==> src/rtl/uart_tx_arbiter_if.sv <==
// Bus bundle between NREQ byte requesters, the arbiter and one UART transmitter.
// Both sides use request/ready: request is held until ready is seen, then dropped; ready falls one cycle later.
interface uart_tx_arbiter_if #(
    parameter int NREQ = 4
);
    localparam int OW = $clog2(NREQ);

    logic [NREQ-1:0]   i_request;
    logic [NREQ*8-1:0] i_wdata;
    logic [NREQ-1:0]   o_ready;
    logic              o_uart_request;
    logic [31:0]       o_uart_wdata;
    logic              i_uart_ready;
    logic [OW-1:0]     o_owner;

    modport master (
        output i_request, i_wdata, i_uart_ready,
        input  o_ready, o_uart_request, o_uart_wdata, o_owner
    );

    modport slave (
        input  i_request, i_wdata, i_uart_ready,
        output o_ready, o_uart_request, o_uart_wdata, o_owner
    );
endinterface

==> src/rtl/uart_tx_arbiter.sv <==
// Round-robin arbiter feeding bytes from NREQ requesters into one UART transmitter.
// Define UART_TX_ARBITER_LOCK_EN to hold the line for one owner until it sends 0x0A or goes idle.
module uart_tx_arbiter #(
    parameter int NREQ         = 4,
    parameter int LOCK_TIMEOUT = 50000
) (
    input  logic             i_clock,
    input  logic             i_reset,
    uart_tx_arbiter_if.slave bus,
    output logic [1:0]       dbg_state
);
    localparam int OW = $clog2(NREQ);
    localparam logic [OW:0] NREQ_W = (OW + 1)'(NREQ);

    typedef enum logic [1:0] {
        IDLE  = 2'd0,
        ISSUE = 2'd1,
        ACK   = 2'd2
    } state_t;

    state_t          state_q, state_d;
    logic [OW-1:0]   owner_q, owner_d;
    logic [OW-1:0]   rr_q, rr_d;
    logic [OW-1:0]   winner, cand;
    logic [7:0]      data_q, data_d, winner_byte;
    logic            uart_req_q, uart_req_d;
    logic [NREQ-1:0] ready_q, ready_d;
    logic [NREQ-1:0] owner_hot, elig;
    logic            found, grant, accept;

    function automatic logic [OW-1:0] wrap_add(input logic [OW-1:0] base, input logic [OW:0] off);
        logic [OW:0] sum;
        sum = {1'b0, base} + off;
        if (sum >= NREQ_W) sum = sum - NREQ_W;
        return OW'(sum);
    endfunction

    always_comb begin
        owner_hot = '0;
        owner_hot[owner_q] = 1'b1;
    end

`ifdef UART_TX_ARBITER_LOCK_EN
    localparam int CW = $clog2(LOCK_TIMEOUT + 1);
    localparam logic [CW-1:0] TMO = CW'(LOCK_TIMEOUT);

    logic          locked_q, locked_d;
    logic [CW-1:0] idle_cnt_q, idle_cnt_d, idle_inc;

    // While locked only the owner may win; the pointer already sits at owner+1 for the release.
    assign elig     = locked_q ? (bus.i_request & owner_hot) : bus.i_request;
    assign idle_inc = (idle_cnt_q == TMO) ? TMO : idle_cnt_q + 1'b1;

    always_comb begin
        locked_d   = locked_q;
        idle_cnt_d = idle_cnt_q;
        if (grant) begin
            locked_d   = 1'b1;
            idle_cnt_d = '0;
        end else if (accept && data_q == 8'h0A) begin
            locked_d = 1'b0;
        end else if (state_q == IDLE && locked_q) begin
            idle_cnt_d = idle_inc;
            if (idle_inc == TMO) locked_d = 1'b0;
        end
    end

    always_ff @(posedge i_clock or posedge i_reset) begin
        if (i_reset) begin
            locked_q   <= 1'b0;
            idle_cnt_q <= '0;
        end else begin
            locked_q   <= locked_d;
            idle_cnt_q <= idle_cnt_d;
        end
    end
`else
    logic unused_lock;
    assign unused_lock = grant ^ accept ^ (LOCK_TIMEOUT > 0);
    assign elig        = bus.i_request;
`endif

    always_comb begin
        found  = 1'b0;
        winner = rr_q;
        cand   = '0;
        for (int i = 0; i < NREQ; i++) begin
            cand = wrap_add(rr_q, (OW + 1)'(i));
            if (!found && elig[cand]) begin
                found  = 1'b1;
                winner = cand;
            end
        end
    end

    always_comb begin
        winner_byte = '0;
        for (int k = 0; k < NREQ; k++) begin
            if (winner == OW'(k)) winner_byte = bus.i_wdata[k*8 +: 8];
        end
    end

    always_comb begin
        state_d    = state_q;
        owner_d    = owner_q;
        rr_d       = rr_q;
        data_d     = data_q;
        uart_req_d = uart_req_q;
        ready_d    = ready_q;
        grant      = 1'b0;
        accept     = 1'b0;
        unique case (state_q)
            IDLE: begin
                uart_req_d = 1'b0;
                ready_d    = '0;
                if (found) begin
                    grant   = 1'b1;
                    owner_d = winner;
                    data_d  = winner_byte;
                    rr_d    = wrap_add(winner, (OW + 1)'(1));
                    state_d = ISSUE;
                end
            end
            ISSUE: begin
                // The owner may have dropped its request already; the byte still goes out.
                if (uart_req_q && bus.i_uart_ready) begin
                    accept     = 1'b1;
                    uart_req_d = 1'b0;
                    ready_d    = owner_hot;
                    state_d    = ACK;
                end else begin
                    uart_req_d = 1'b1;
                end
            end
            ACK: begin
                ready_d = owner_hot;
                if (!bus.i_request[owner_q] && !bus.i_uart_ready) begin
                    ready_d = '0;
                    state_d = IDLE;
                end
            end
            default: state_d = IDLE;
        endcase
    end

    always_ff @(posedge i_clock or posedge i_reset) begin
        if (i_reset) begin
            state_q    <= IDLE;
            owner_q    <= '0;
            rr_q       <= '0;
            data_q     <= '0;
            uart_req_q <= 1'b0;
            ready_q    <= '0;
        end else begin
            state_q    <= state_d;
            owner_q    <= owner_d;
            rr_q       <= rr_d;
            data_q     <= data_d;
            uart_req_q <= uart_req_d;
            ready_q    <= ready_d;
        end
    end

    assign bus.o_ready        = ready_q;
    assign bus.o_uart_request = uart_req_q;
    assign bus.o_uart_wdata   = {24'h0, data_q};
    assign bus.o_owner        = owner_q;
    assign dbg_state          = state_q;
endmodule

==> src/flat_wrapper.sv <==
// flat-port wrapper written by rule: the top's interface ports become plain ports
module uart_tx_arbiter_flat 
#(
    parameter int NREQ         = 4,
    parameter int LOCK_TIMEOUT = 50000
)
  (i_clock, i_reset, dbg_state, bus_i_request, bus_i_wdata, bus_i_uart_ready, bus_o_ready, bus_o_uart_request, bus_o_uart_wdata, bus_o_owner);
  uart_tx_arbiter_if #(.NREQ(NREQ)) bus_i ();
  input  logic i_clock;
  input  logic i_reset;
  output logic [1:0] dbg_state;
  input wire logic [$bits(bus_i.i_request)-1:0] bus_i_request;
  input wire logic [$bits(bus_i.i_wdata)-1:0] bus_i_wdata;
  input wire logic [$bits(bus_i.i_uart_ready)-1:0] bus_i_uart_ready;
  output wire logic [$bits(bus_i.o_ready)-1:0] bus_o_ready;
  output wire logic [$bits(bus_i.o_uart_request)-1:0] bus_o_uart_request;
  output wire logic [$bits(bus_i.o_uart_wdata)-1:0] bus_o_uart_wdata;
  output wire logic [$bits(bus_i.o_owner)-1:0] bus_o_owner;
  assign bus_i.i_request = bus_i_request;
  assign bus_i.i_wdata = bus_i_wdata;
  assign bus_i.i_uart_ready = bus_i_uart_ready;
  assign bus_o_ready = bus_i.o_ready;
  assign bus_o_uart_request = bus_i.o_uart_request;
  assign bus_o_uart_wdata = bus_i.o_uart_wdata;
  assign bus_o_owner = bus_i.o_owner;
  uart_tx_arbiter #(.NREQ(NREQ), .LOCK_TIMEOUT(LOCK_TIMEOUT)) u_core (.i_clock(i_clock), .i_reset(i_reset), .bus(bus_i), .dbg_state(dbg_state));
endmodule
==> config.mk <==
export PLATFORM = sky130hd
export DESIGN_NAME = uart_tx_arbiter_flat
export DESIGN_NICKNAME = d
export VERILOG_FILES = /design/src/rtl/uart_tx_arbiter_if.sv /design/src/rtl/uart_tx_arbiter.sv /design/src/flat_wrapper.sv
export SDC_FILE = /design/constraint.sdc
export NUM_CORES = 1
export LEC_CHECK = 0
export ABC_AREA = 1
export BUFFER_PORTS_ARGS = -buffer_cell sky130_fd_sc_hd__buf_4
export CAP_MARGIN = 10
export CORE_MARGIN = 10
export CORE_UTILIZATION = 47
export DETAILED_ROUTE_END_ITERATION = 16
export PLACE_DENSITY = 0.86
export SLEW_MARGIN = 15
export SYNTH_ARGS = -nofsm -noshare
export SYNTH_HDL_FRONTEND = slang
export SYNTH_SLANG_ARGS = --single-unit
==> constraint.sdc <==
create_clock -name i_clock -period 2.8 [get_ports i_clock]
set_clock_uncertainty 0.05 [all_clocks]
set_input_delay 0.28 -clock i_clock [delete_from_list [all_inputs] [get_ports i_clock]]
set_output_delay 0.28 -clock i_clock [all_outputs]
set_load 0.01 [all_outputs]
## Word level (Yosys, flattened, before mapping)

Index checks and enable logic that the tools add are counted.

- Multiplexer cells: 38
- Add/sub/neg operators: 9
- Reduce and logical (&&, ||, !) cells: 18
- Magnitude comparators: 11
- Equality and inequality tests: 8

Operators with widths:

| operator | count |
|---|---|
| 8-bit two-way mux | 4 |
| 2-bit two-way mux | 12 |
| 2-bit by 3-bit < comparator with 1-bit output, second input constant | 5 |
| 3-bit greater-or-equal comparator, second input constant | 4 |
| 4-bit case mux with 3 select lines | 1 |
| 1-bit two-way mux | 11 |
| 1-bit binary-select mux with 2-bit select | 5 |
| 2-bit by 1-bit subtractor with 2-bit output, second input constant | 5 |
| 4-bit two-way mux | 2 |
| 2-bit by 1-bit adder with 3-bit output, second input constant | 2 |
| 2-bit by 2-bit adder with 3-bit output, second input constant | 2 |
| 2-bit == test, second input constant | 3 |
| 1-bit logical AND | 6 |
| 2-bit by 1-bit != test with 1-bit output, second input constant | 3 |
| 2-bit case mux with 3 select lines | 1 |
| 1-bit logical NOT | 5 |
| 2-bit by 1-bit == test with 1-bit output, second input constant | 2 |
| 2-bit logical NOT | 2 |
| 2-bit AND reduction | 2 |
| 2-bit by 3-bit greater-or-equal comparator with 1-bit output, second input constant | 1 |
| 3-bit AND reduction | 1 |
| 3-bit nonzero test | 1 |
| 1-bit demux with 2-bit select | 1 |
| 2-bit by 1-bit greater-or-equal comparator with 1-bit output, second input constant | 1 |
| 2 further kinds | 2 |

- Output and inout bits: 41
- Register bits after elaboration: 19
- Input bits: 39

## Longest topological paths before layout

- Depth after elaboration: 19
- Depth in mapped cells: 20
- Gate-level depth less buffers: 19

## Least setup slack after synthesis

Ideal clock, no wire load.

- Kind: flip-flop to flip-flop
- Start point: register u_core.rr_q[0]
- End point: register u_core.data_q[0]
- Data required time: 2.676 ns
- Library setup time: 0.074 ns
- Buffers on the path: 2
- Path slack: 0.250 ns
- Arrival: 2.426 ns
- Clock period less this slack: 2.550 ns
- Cell stages (with the launch flop): 21
- Path through: dfrtp_1 > buf_6 > inv_6 > nand2_2 > nand2_2 > nand2_2 > nand2_2 > nand2_1 > nand2_1 > nand2_1 > nand2_1 > nand2_1 > nand2_1 > nand2_1 > ha_1 > clkbuf_1 > nor2_1 > a22oi_1 > o21ai_0 > a21boi_0 > o21ai_2

- Word-level cells in the longest chain between the ends: 19

Ends and longest elaborated chain:

| element | line | RTL |
|---|---|---|
| start: declaration | uart_tx_arbiter.sv:23 | `logic [OW-1:0] rr_q, rr_d;` |
| start signal: assignment | uart_tx_arbiter.sv:157 | `rr_q <= rr_d;` |
| branches (longest 19 deep; another with 2-bit by 1-bit adder with 3-bit output) | -- |  |
| end signal: assignment | uart_tx_arbiter.sv:158 | `data_q <= data_d;` |
| end: declaration | uart_tx_arbiter.sv:25 | `logic [7:0] data_q, data_d, winner_byte;` |

Parallel ways; which one is timed is not known. The select of a mux whose other input is x is not followed.
A chain may end at the register's enable or synchronous reset.

## Final worst setup path

- Start point: register u_core.rr_q[0]
- End point: register u_core.data_q[4]

The elaborated chain is that of the path after synthesis.

==> out/metrics.cfg <==
[pwr]
power_frac_comb_pct=78.3
intPower_mw=1.45
p_sw_mw=1.60
swShare_pct=52.5
power_frac_seq_pct=17.0
peakVddDrop_v=0.00110
power_leakage_nw=1.15
p_per_area_nw_per_um2=1430
p_clk_share_pct=4.6

[synthesis]
synth_most_common_cell=nand2_1
synthFlopType=dfrtp_1
syn_area_per_cell_um2=7.32
synth-edff-count=0
ys_ff_latch=19
netlist.top_cell.by_area=dfrtp_1
syn_inst=230
seq_area_frac_synth_pct=28.3
synth.distinct_cells=31
synthTopCellsByArea=dfrtp_1, nand2_1, buf_4, ha_1, o21ai_0
syn_area_um2=1680
synth_common_cells=nand2_1, buf_4, dfrtp_1
ys_warn_count=0
async_flop_share_pct=100
yosys.area.top_type_share_pct=28.3

[drt]
avgRoutedWirePerCell_um=13.0
dr.pass1.iters=5
vias=1629
wl_met3_um=380
drtAntennaViolNets=0
top_layer=met4
drc=0
wl_met2_mm=2.20
drtIter0Drc=70
routed_wl_mm=4.38
vias_per_cell=4.85
met1_length_mm=1.75

[clocking]
numCtsBuffers=3
clock_latency_ns=0.30
clkTransAtPathRegs_ns=0.12
cts.htree.levels=1
cts_root_buffer=clkbuf_4
ctsHoldBuffers=0
cts_buffer_depth=2
cts_tree=yes
numClockSinks=19

[floorplanning]
die_x_um=79.8
dieArea_um2=6370
core_area_um2=3390
die_h_um=79.8
ioPinCount=80
fp-row-count=21
start_util_pct=49.6

[global_routing]
grt_max_degree=22
grt_overflow=0
grt_pass1_wl_mm=6.89
track_usage_pct=12.9
antenna_found_initial=0
grt_pass1_vias=1666

[setup_path]
crit_type=reg2reg
crit_fanout=8
max_stage_delay_ns=0.49
slowest_stage=dfrtp_2
path_cells=buf_6 -> nand2_1 -> nand3_2 -> nand2_2 -> nand2_2 -> nand2_1 -> nand2_1 -> nand2_1 -> nand2_1 -> nand2_1 -> nand2_1 -> ha_1 -> inv_1 -> nor2_1 -> buf_4 -> a22oi_1 -> o21ai_0 -> a21boi_0 -> o21ai_2
start_kind=flip-flop
cp.required_ns=2.93
cp_data_arrival_time_ns=2.76
crit_path_end_kind=flip-flop
crit_path_frequent_cell=nand2_1

[timing]
min_period_over_period_pct=93.9
tightest_slew_ns=0.707
rsz0062_at_grt=yes
tns_ns=0
drv_slew=0
setup_violations=0
clock.fmax_mhz=380
slew_headroom_pct=52.8
hold_violations=0
whs_ns=0.0323
period_needed_ns=2.63

[finish]
diodes=0
area_growth_pct=26.6
final_layout_size_suffix_gt1_share_pct=33.1
nNetsFinal=338
fillers=297

[placed_design]
io_buffers=55
routabilityCongestion=0.934
dp_hpwl_mm=3.66

[status]
status=completed

[min_path]
hp-class=in2async

[job]
cap_violations=0

timing repair:
action / CTS / global route
cloned: 0 / 0
gates resized for setup: 1 / 19
endpoints found under the setup margin: 3 / 8
buffers inserted: 0 / 4
pin swaps: 0 / 4
per-stage QoR:
step           instances  setup WS [ns]  power, mW  cell area, µm²  util [%]
6_report             336          0.171       3.05            2130      62.9
5_1_grt              336        -0.0375       3.38            2130      62.9
4_1_cts              332         0.0236       2.90            2070      61.1
3_5_place_dp         328        -0.0438       2.75            2040      60.2
3_3_place_gp         328         0.0938       2.68            2040      60.2
2_1_floorplan        253          0.250       2.19            1770         -
critical path, delay by kind of cell (launching register included):
family	cells	cell delay, ns
DFF	1	0.49
AOI/OAI and AO/OA	4	0.58
buffers and inverters	3	0.35
and+or+nand+nor	11	0.81
adders and majority gates	1	0.21
layout make-up:
type                       count  area (µm²)  share of cell area (%)
tap                           46        57.6                    2.70
multi-input combinational    187        1020                    47.8
clock buffer                   3        22.5                    1.06
sequential                    19         478                    22.4
clock inverter                 1        5.00                   0.235
timing repair buffer          64         484                    22.7
inverter                      16        65.1                    3.05
placed cells by master, fill, tap and decap left out, types with 3 or more instances in the layout:
| cell type | instances |
|---|---|
| nand2_1 | 72 |
| buf_4 | 63 |
| conb_1 | 24 |
| dfrtp_1 | 17 |
| o21ai_0 | 15 |
| inv_1 | 14 |
| nand2_2 | 7 |
| nand3_1 | 7 |
| nor2_1 | 7 |
| o21ai_2 | 7 |
| a22oi_1 | 7 |
| ha_1 | 7 |
| a21boi_1 | 6 |
| o21ai_1 | 5 |
| nand4_1 | 5 |
| nand3_2 | 3 |
| clkbuf_4 | 3 |
routing by layer:
| layer | up-vias | global-route usage (%) |
|---|---|---|
| li1 | 824 | - |
| met1 | 737 | 13.6 |
| met2 | 64 | 23.6 |
| met3 | 4 | 4.17 |
| met4 | 0 | 4.23 |
| met5 | - | 0 |
cell families after synthesis:
| family | after synthesis | synth area share [%] |
|---|---|---|
| DFF | 19 | 28.3 |
| buffers and inverters | 47 | 17.9 |
| adders and majority gates | 8 | 5.95 |
| and+or+nand+nor | 105 | 26.8 |
| AOI/OAI and AO/OA | 48 | 19.8 |
| other | 1 | 0.223 |
| xor gates and xnor gates | 2 | 1.04 |
path summary, 6_finish.rpt:
| path | depth (start not counted) | slack [ns] | start | to |
|---|---|---|---|---|
| min | 2 | 0.03 | i_reset | u_core.dbg_state[0] |
| max | 19 | 0.17 | u_core.rr_q[0] | u_core.data_q[4] |
| max reg2reg | 19 | 0.17 | u_core.rr_q[0] | u_core.data_q[4] |
| min in group i_clock | 4 | 0.31 | bus_i_wdata[30] | u_core.data_q[6] |
| max in group asynchronous | 2 | 2.18 | i_reset | u_core.rr_q[1] |
| min reg2reg | 2 | 0.45 | u_core.data_q[2] | u_core.data_q[2] |
state kept, by name, indices dropped and copies added, names as in the netlist:
| signal | flops |
|---|---|
| u_core.dbg_state | 2 |
| u_core.data_q | 8 |
| u_core.rr_q | 2 |
| u_core.bus.o_owner | 2 |
| u_core.bus.o_uart_request | 1 |
| u_core.bus.o_ready | 4 |
power groups by stage:
stage | Clock, mW | Sequential (mW) | Combinational [mW]
final | 0.141 | 0.519 | 2.39
after global routing | 0.162 | 0.539 | 2.68
after CTS | 0.143 | 0.532 | 2.23
after detailed placement | 0 | 0.535 | 2.21
after global placement | 0 | 0.528 | 2.15
after floorplan | 0 | 0.527 | 1.66
(Power assumes the default switching activity.)
